==> src/rtl/io_port_arbiter.sv <==
// -----------------------------------------------------------------------------
// io_port_arbiter
//   Lets two requesters share the write port (io_D/io_addr/io_WE) and the A-side
//   read select (io_cha/io_Da) of a 4-register I/O block. Requester 0 is the CPU
//   core and requester 1 is the config/DMA engine.
//
//   Arbitration is round-robin, and only one transaction is in flight at a time.
//   Reads take a cycle longer than writes because the I/O block registers the
//   read select before its data appears. Requester 1 may not write the
//   direction/enable register at address 0: such a write completes with err=1
//   and never reaches the I/O block.
//
//   Ports:
//     clk, rst                    clock and synchronous active-high reset
//     rN_req/we/addr/wdata        request from requester N (req held until gnt)
//     rN_gnt                      combinational accept pulse, only in IDLE
//     rN_done/err/rdata           registered completion pulse, error, read data
//     io_D/io_addr/io_WE          write port to the I/O block
//     io_cha / io_Da              A-side read select and read data
//     busy                        a transaction is in progress
// -----------------------------------------------------------------------------

// Completion and read-data registers for one requester.
module io_port_resp #(
  parameter int DW = 8
) (
  input  logic          clk,
  input  logic          rst,
  input  logic          fin,       // last cycle of a transaction owned by us
  input  logic          fin_err,   // that transaction was refused
  input  logic          cap,       // io_Da is valid and belongs to us
  input  logic [DW-1:0] cap_data,
  output logic          done,
  output logic          err,
  output logic [DW-1:0] rdata
);
  always_ff @(posedge clk) begin
    if (rst) begin
      done  <= 1'b0;
      err   <= 1'b0;
      rdata <= '0;
    end else begin
      done <= fin;
      err  <= fin & fin_err;
      // rdata is sticky: it only changes when one of our reads completes
      if (cap) rdata <= cap_data;
    end
  end
endmodule

module io_port_arbiter #(
  parameter int DW = 8,
  parameter int AW = 2
) (
  input  logic          clk,
  input  logic          rst,
  input  logic          r0_req,
  input  logic          r0_we,
  input  logic [AW-1:0] r0_addr,
  input  logic [DW-1:0] r0_wdata,
  output logic          r0_gnt,
  output logic          r0_done,
  output logic          r0_err,
  output logic [DW-1:0] r0_rdata,
  input  logic          r1_req,
  input  logic          r1_we,
  input  logic [AW-1:0] r1_addr,
  input  logic [DW-1:0] r1_wdata,
  output logic          r1_gnt,
  output logic          r1_done,
  output logic          r1_err,
  output logic [DW-1:0] r1_rdata,
  output logic [DW-1:0] io_D,
  output logic [AW-1:0] io_addr,
  output logic          io_WE,
  output logic [AW-1:0] io_cha,
  input  logic [DW-1:0] io_Da,
  output logic          busy
);
  localparam int NREQ = 2;

  typedef enum logic [1:0] {IDLE, WR, RD_SEL, RD_CAP} state_t;

  typedef struct packed {
    logic          we;
    logic [AW-1:0] addr;
    logic [DW-1:0] wdata;
  } req_t;

  state_t                   state;
  logic                     last;      // id of the most recent grant
  logic                     own;       // id of the in-flight transaction
  logic [AW-1:0]            cur_addr;  // latched target register
  logic [NREQ-1:0]          req_v;
  req_t [NREQ-1:0]          req_in;
  logic [NREQ-1:0]          gnt;
  logic                     gnt_id;
  req_t                     sel;
  logic                     prot;
  logic [NREQ-1:0]          fin;
  logic [NREQ-1:0]          cap;
  logic [NREQ-1:0]          done_v;
  logic [NREQ-1:0]          err_v;
  logic [NREQ-1:0][DW-1:0]  rdata_v;

  assign req_v     = {r1_req, r0_req};
  assign req_in[0] = '{we: r0_we, addr: r0_addr, wdata: r0_wdata};
  assign req_in[1] = '{we: r1_we, addr: r1_addr, wdata: r1_wdata};

  // Grant only from IDLE. On a tie the requester that did not win last time
  // wins; last resets to 1 so requester 0 takes the first tie.
  always_comb begin
    gnt = '0;
    if (!rst && state == IDLE) begin
      if (&req_v) begin
        if (last) gnt[0] = 1'b1;
        else      gnt[1] = 1'b1;
      end else begin
        gnt = req_v;
      end
    end
  end

  assign gnt_id = gnt[1];
  assign sel    = gnt_id ? req_in[1] : req_in[0];

  // Requester 1 writing address 0 is refused.
  assign prot = own & (cur_addr == '0);

  always_ff @(posedge clk) begin
    if (rst) begin
      state    <= IDLE;
      last     <= 1'b1;
      own      <= 1'b0;
      cur_addr <= '0;
      io_WE    <= 1'b0;
      io_D     <= '0;
      io_addr  <= '0;
      io_cha   <= '0;
    end else begin
      case (state)
        IDLE: begin
          if (|gnt) begin
            own      <= gnt_id;
            last     <= gnt_id;
            cur_addr <= sel.addr;
            if (sel.we) begin
              state   <= WR;
              io_addr <= sel.addr;
              io_D    <= sel.wdata;
              // The strobe is registered here so it lines up with WR; a
              // refused write simply never raises it.
              io_WE   <= !(gnt_id && sel.addr == '0);
            end else begin
              state  <= RD_SEL;
              io_cha <= sel.addr;
            end
          end
        end
        WR: begin
          io_WE <= 1'b0;
          state <= IDLE;
        end
        RD_SEL:  state <= RD_CAP;  // I/O block registers io_cha this cycle
        RD_CAP:  state <= IDLE;
        default: state <= IDLE;
      endcase
    end
  end

  assign busy = (state != IDLE);

  // One response block per requester. fin/cap are decoded from the current
  // state so the registered done lands one cycle after WR or RD_CAP.
  for (genvar i = 0; i < NREQ; i++) begin : g_resp
    assign fin[i] = (state == WR || state == RD_CAP) && (own == 1'(i));
    assign cap[i] = (state == RD_CAP) && (own == 1'(i));

    io_port_resp #(.DW(DW)) u_resp (
      .clk      (clk),
      .rst      (rst),
      .fin      (fin[i]),
      .fin_err  (state == WR && prot),
      .cap      (cap[i]),
      .cap_data (io_Da),
      .done     (done_v[i]),
      .err      (err_v[i]),
      .rdata    (rdata_v[i])
    );
  end

  assign r0_gnt   = gnt[0];
  assign r1_gnt   = gnt[1];
  assign r0_done  = done_v[0];
  assign r1_done  = done_v[1];
  assign r0_err   = err_v[0];
  assign r1_err   = err_v[1];
  assign r0_rdata = rdata_v[0];
  assign r1_rdata = rdata_v[1];
endmodule

==> config.mk <==
export PLATFORM = sky130hd
export DESIGN_NAME = io_port_arbiter
export DESIGN_NICKNAME = d
export VERILOG_FILES = /design/src/rtl/io_port_arbiter.sv
export SDC_FILE = /design/constraint.sdc
export NUM_CORES = 1
export LEC_CHECK = 0
export CELL_PAD_IN_SITES_DETAIL_PLACEMENT = 1
export CELL_PAD_IN_SITES_GLOBAL_PLACEMENT = 1
export CORE_MARGIN = 1
export CORE_UTILIZATION = 32
export DETAILED_ROUTE_END_ITERATION = 10
export GPL_ROUTABILITY_DRIVEN = 1
export PLACE_DENSITY_LB_ADDON = 0.1
export SETUP_SLACK_MARGIN = 0.2
export SYNTH_ARGS = -nofsm -noshare
export SYNTH_HDL_FRONTEND = slang
export SYNTH_HIERARCHICAL = 1
export SYNTH_SLANG_ARGS = --single-unit
==> constraint.sdc <==
create_clock -name clk -period 1.9 [get_ports clk]
set_input_delay 0.38 -clock clk [delete_from_list [all_inputs] [get_ports clk]]
set_output_delay 0.38 -clock clk [all_outputs]
set_load 0.1 [all_outputs]
==> run_results.csv, run 1 <==
group,metric,value,unit
outcome,status,"finished, final reports clean",
power,power_leakage,1.05,nW
critical_path,setup.worst_path.start_class,"flip-flop",
logic_synthesis,avgSynthCellArea,10.7,sq um
global_routing,first_global_vias,1675,
drt,dr.pass1.iters,4,
layout,finish.net_count,281,
logic_synthesis,asyncSetResetFlopFracSynth,0,%
worst_hold_path,hold_start,"state[0]$_SDFFE_PP0P_",
worst_hold_path,worst_hold_path_type,"reg -> reg",
critical_path,crit_path_capture_type,"output port",
logic_synthesis,yosys_warnings,6,
layout,multiInputGateArea,888,sq um
cts,tritoncts.num_buffers,5,
worst_hold_path,min_delay_worst_endpoint,"state[0]$_SDFFE_PP0P_",
layout,area_delta_synth_final,50.9,%
cts,source_to_sink_clock_delay_at_the_later_pin_of_the_worst_skew_pair,0.29,ns
critical_path,timing.critical_path.from,"state[1]$_SDFFE_PP0P_",
critical_path,worst-r2r-cell-count,5,
global_routing,total_routing_resource_utilization_after_global_routing,17.9,%
global_routing,grt_start_max_net_pins,38,
logic_synthesis,synth_top_cells_by_area,"dfxtp_1, mux2i_1, a311oi_2, buf_6, nor2_1",
logic_synthesis,yosysMostFrequentCell,"dfxtp_1",
layout,post-route-cell-area,2640,sq um
cts,holdBufCountCts,0,
power,post-layout-total-power,2.08,mW
logic_synthesis,yosys-top-cells-count,"dfxtp_1, nor2_1, mux2i_1, a21oi_1, nand2_1",
timing,maxSlewHeadroom,64.8,%
cts,clockRootBuffer,"clkbuf_8",
cts,htree_levels,2,
timing,final.period_utilization,85.3,%
layout,register_area,786,sq um
critical_path,worst-path-max-fanout,3,
die,rows,26,
drt,wirelength,4.85,mm
power,worst_vdd_rail_ir_drop,0.318,mV
critical_path,timing.critical_path.slowest_cell_delay,0.34,ns
placement,gp_congestion,0.751,
timing,finalHoldViolations,0,
global_routing,globalRoute.totalOverflow,0,
logic_synthesis,syn-cell-area,1750,sq um
timing,setup_viol,0,
drt,antenna_left,0,
placement,placedInstanceArea,2460,sq um
logic_synthesis,synth-seq-area-share,44.7,%
timing,final.setup.tns,0,ns
flow_run,drv_cap,0,
logic_synthesis,synth-seq-cells,39,
placement,port_buffers,69,
critical_path,r2r-end,"io_cha[0]$_SDFFE_PP0P_",
logic_synthesis,synth-main-ff-cell,"dfxtp_1",
critical_path,r2r_setup_slack,0.35,ns
logic_synthesis,ys_types,35,
critical_path,cp_cell_sequence,"nor3_4 > buf_6 > nand2_4 > inv_4 > buf_12",
cts,clock_sinks,39,
layout,fraction_of_layout_cells_with_a_size_suffix_above_1,39.5,%
timing,worst_hold_slack,0.495,ns
power,power.density,789,nW/um^2
worst_hold_path,holdPathStages,1,
die,die_w,75.9,um
die,die_height,75.9,um
logic_synthesis,post-synth-top-area-fraction,44.7,%
logic_synthesis,synth_largest_area_cell,"dfxtp_1",
critical_path,critical_path.reg2reg.startpoint,"state[1]$_SDFFE_PP0P_",
timing,clock.fmax,617,MHz
critical_path,kind_of_cell_adding_the_most_delay_to_the_critical_path,"buffers and inverters",
timing,worst_slew_pin_slew,0.528,ns
die,io_pins,70,
timing,report.final.slew_viol_count,0,
drt,wire_per_inst,15.3,um
placement,dp.final_hpwl,3.57,mm
critical_path,worst_ep_arrival_time,1.24,ns
drt,vias_per_cell,4.81,
cts,path_clk_slew,0.07,ns
timing,worst_clock_skew,0.00243,ns
global_routing,antenna_violations_before_repair,0,
die,initial_utilization,33.8,%
global_routing,grt_pass1_wl,8.10,mm
timing,final_period_minus_worst_setup_slack,1.62,ns
die,core,5170,sq um
cts,tritoncts,"done",
logic_synthesis,syn-instance-count,164,
timing,rsz0062_at_grt,"yes",
critical_path,worst_ep_required_time,1.52,ns
critical_path,timing.critical_path.slowest_stage_cell,"dfxtp_2",
layout,insertedDiodeCount,0,
logic_synthesis,synth_enable_flop_cells,0,
critical_path,critPathKind,"reg -> out",
die,floorplan.die_area,5760,sq um
cts,max-clock-path-buffers,2,
drt,vias,1528,
logic_synthesis,net_count_after_synthesis,198,
drt,detail_route.iter0.violations,26,
drt,drcViolationCount,0,
critical_path,worst-path-buf-inv,3,
layout,final.fill_count,589,
[worst register-to-register path, cell delays in order (launching register included)]
cell and delay [ns]:
dfxtp_2 0.34, nor3_4 0.21, buf_4 0.17, o21a_4 0.29
and3_1 0.31, a211oi_2 0.10
[cells by family (layout without fill, tap and decap cells)]
| logic type | count (synthesis) | count (layout) | share of synthesized area [%] |
|---|---|---|---|
| AOI/OAI and AO/OA | 37 | 37 | 20.2 |
| buffers and inverters | 15 | 98 | 7.30 |
| DFF | 39 | 39 | 44.7 |
| muxes | 19 | 19 | 11.6 |
| and+or+nand+nor | 54 | 55 | 16.3 |
[layout by cell type (no fill, tap or decap), types with 2 or more instances in the layout]
cell,count
buf_4,49
a211oi_2,4
dfxtp_1,37
clkbuf_8,5
buf_6,3
clkdlybuf4s50_1,30
buf_12,3
and3_1,2
a31oi_1,2
mux2i_1,16
a311oi_2,8
nand3_1,8
nor2_1,19
nor2b_4,2
and2_1,4
a2111oi_2,2
a21oi_2,6
and2_4,2
a21oi_1,7
a211oi_1,2
nand2_1,10
dlygate4sd2_1,2
mux2i_2,2
clkbuf_1,2
[layer usage]
metal | GRT usage (%) | up-vias | share of wire [%]
met5 | 0 | - | 0
met4 | 6.15 | 0 | 1.4
met3 | 5.18 | 9 | 4.8
met2 | 34.1 | 50 | 54
met1 | 18.6 | 719 | 40
li1 | - | 750 | -
[state kept, by name, indices dropped and copies added, names as in the netlist]
name                 flops
cur_addr                 2
g_resp.u_resp/done       2
g_resp.u_resp/err        2
g_resp.u_resp/rdata     16
io_D                     8
io_WE                    1
io_addr                  2
io_cha                   2
last                     1
own                      1
state                    2
[power by group]
| part | internal [mW] | switching (mW) | total [mW] |
|---|---|---|---|
| Combinational | 0.241 | 0.421 | 0.662 |
| Sequential | 0.857 | 0.0317 | 0.888 |
| Clock | 0.257 | 0.273 | 0.530 |
| Total | 1.35 | 0.726 | 2.08 |
[worst max path at each step]
stage | to | slack (ns) | depth (start not counted)
3_3_place_gp | io_WE$_SDFFE_PP0P_ | -0.14 | 6
2_1_floorplan | r0_gnt | 0.19 | 3
3_5_place_dp | io_D[7]$_SDFFE_PP0P_ | -0.14 | 6
5_1_grt | r1_gnt | 0.20 | 5
4_1_cts | r1_gnt | 0.23 | 5
6_report | r1_gnt | 0.28 | 5
[through the flow]
| stage | utilization, % | cells | setup WS [ns] |
|---|---|---|---|
| after floorplan | - | 164 | 0.190 |
| after global placement | 47.5 | 304 | -0.137 |
| after detailed placement | 47.5 | 304 | -0.143 |
| after CTS | 50.7 | 317 | 0.225 |
| after global routing | 51.0 | 318 | 0.199 |
| final | 51.0 | 318 | 0.280 |
[cell type report]
| cell class | instances | area share (%) |
|---|---|---|
| Inverter | 2 | 0.380 |
| Timing Repair Buffer | 88 | 29.7 |
| Sequential cell | 39 | 29.8 |
| Tap cell | 70 | 3.32 |
| Multi-Input combinational cell | 111 | 33.7 |
| Clock buffer | 7 | 2.89 |
| Clock inverter | 1 | 0.190 |
[repair_timing]
| item | in CTS | in global routing |
|---|---|---|
| cloned | 1 | 0 |
| gates resized for setup | 15 | 3 |
| setup buffers | 4 | 1 |
| pin swaps | 2 | 1 |
| setup endpoints to repair | 11 | 2 |
(Power assumes the default switching activity.)
==> inputs of run 2 (changes only) <==
--- a/config.mk
+++ b/config.mk
@@ -9,10 +9,12 @@
 export CELL_PAD_IN_SITES_GLOBAL_PLACEMENT = 1
 export CORE_MARGIN = 1
 export CORE_UTILIZATION = 32
+export CTS_CLUSTER_DIAMETER = 40
 export DETAILED_ROUTE_END_ITERATION = 10
 export GPL_ROUTABILITY_DRIVEN = 1
 export PLACE_DENSITY_LB_ADDON = 0.1
 export SETUP_SLACK_MARGIN = 0.2
+export SKIP_LAST_GASP = 1
 export SYNTH_ARGS = -nofsm -noshare
 export SYNTH_HDL_FRONTEND = slang
 export SYNTH_HIERARCHICAL = 1
==> results of run 2 <==
The final DEF is identical to that of run 1; final timing and power are the same.
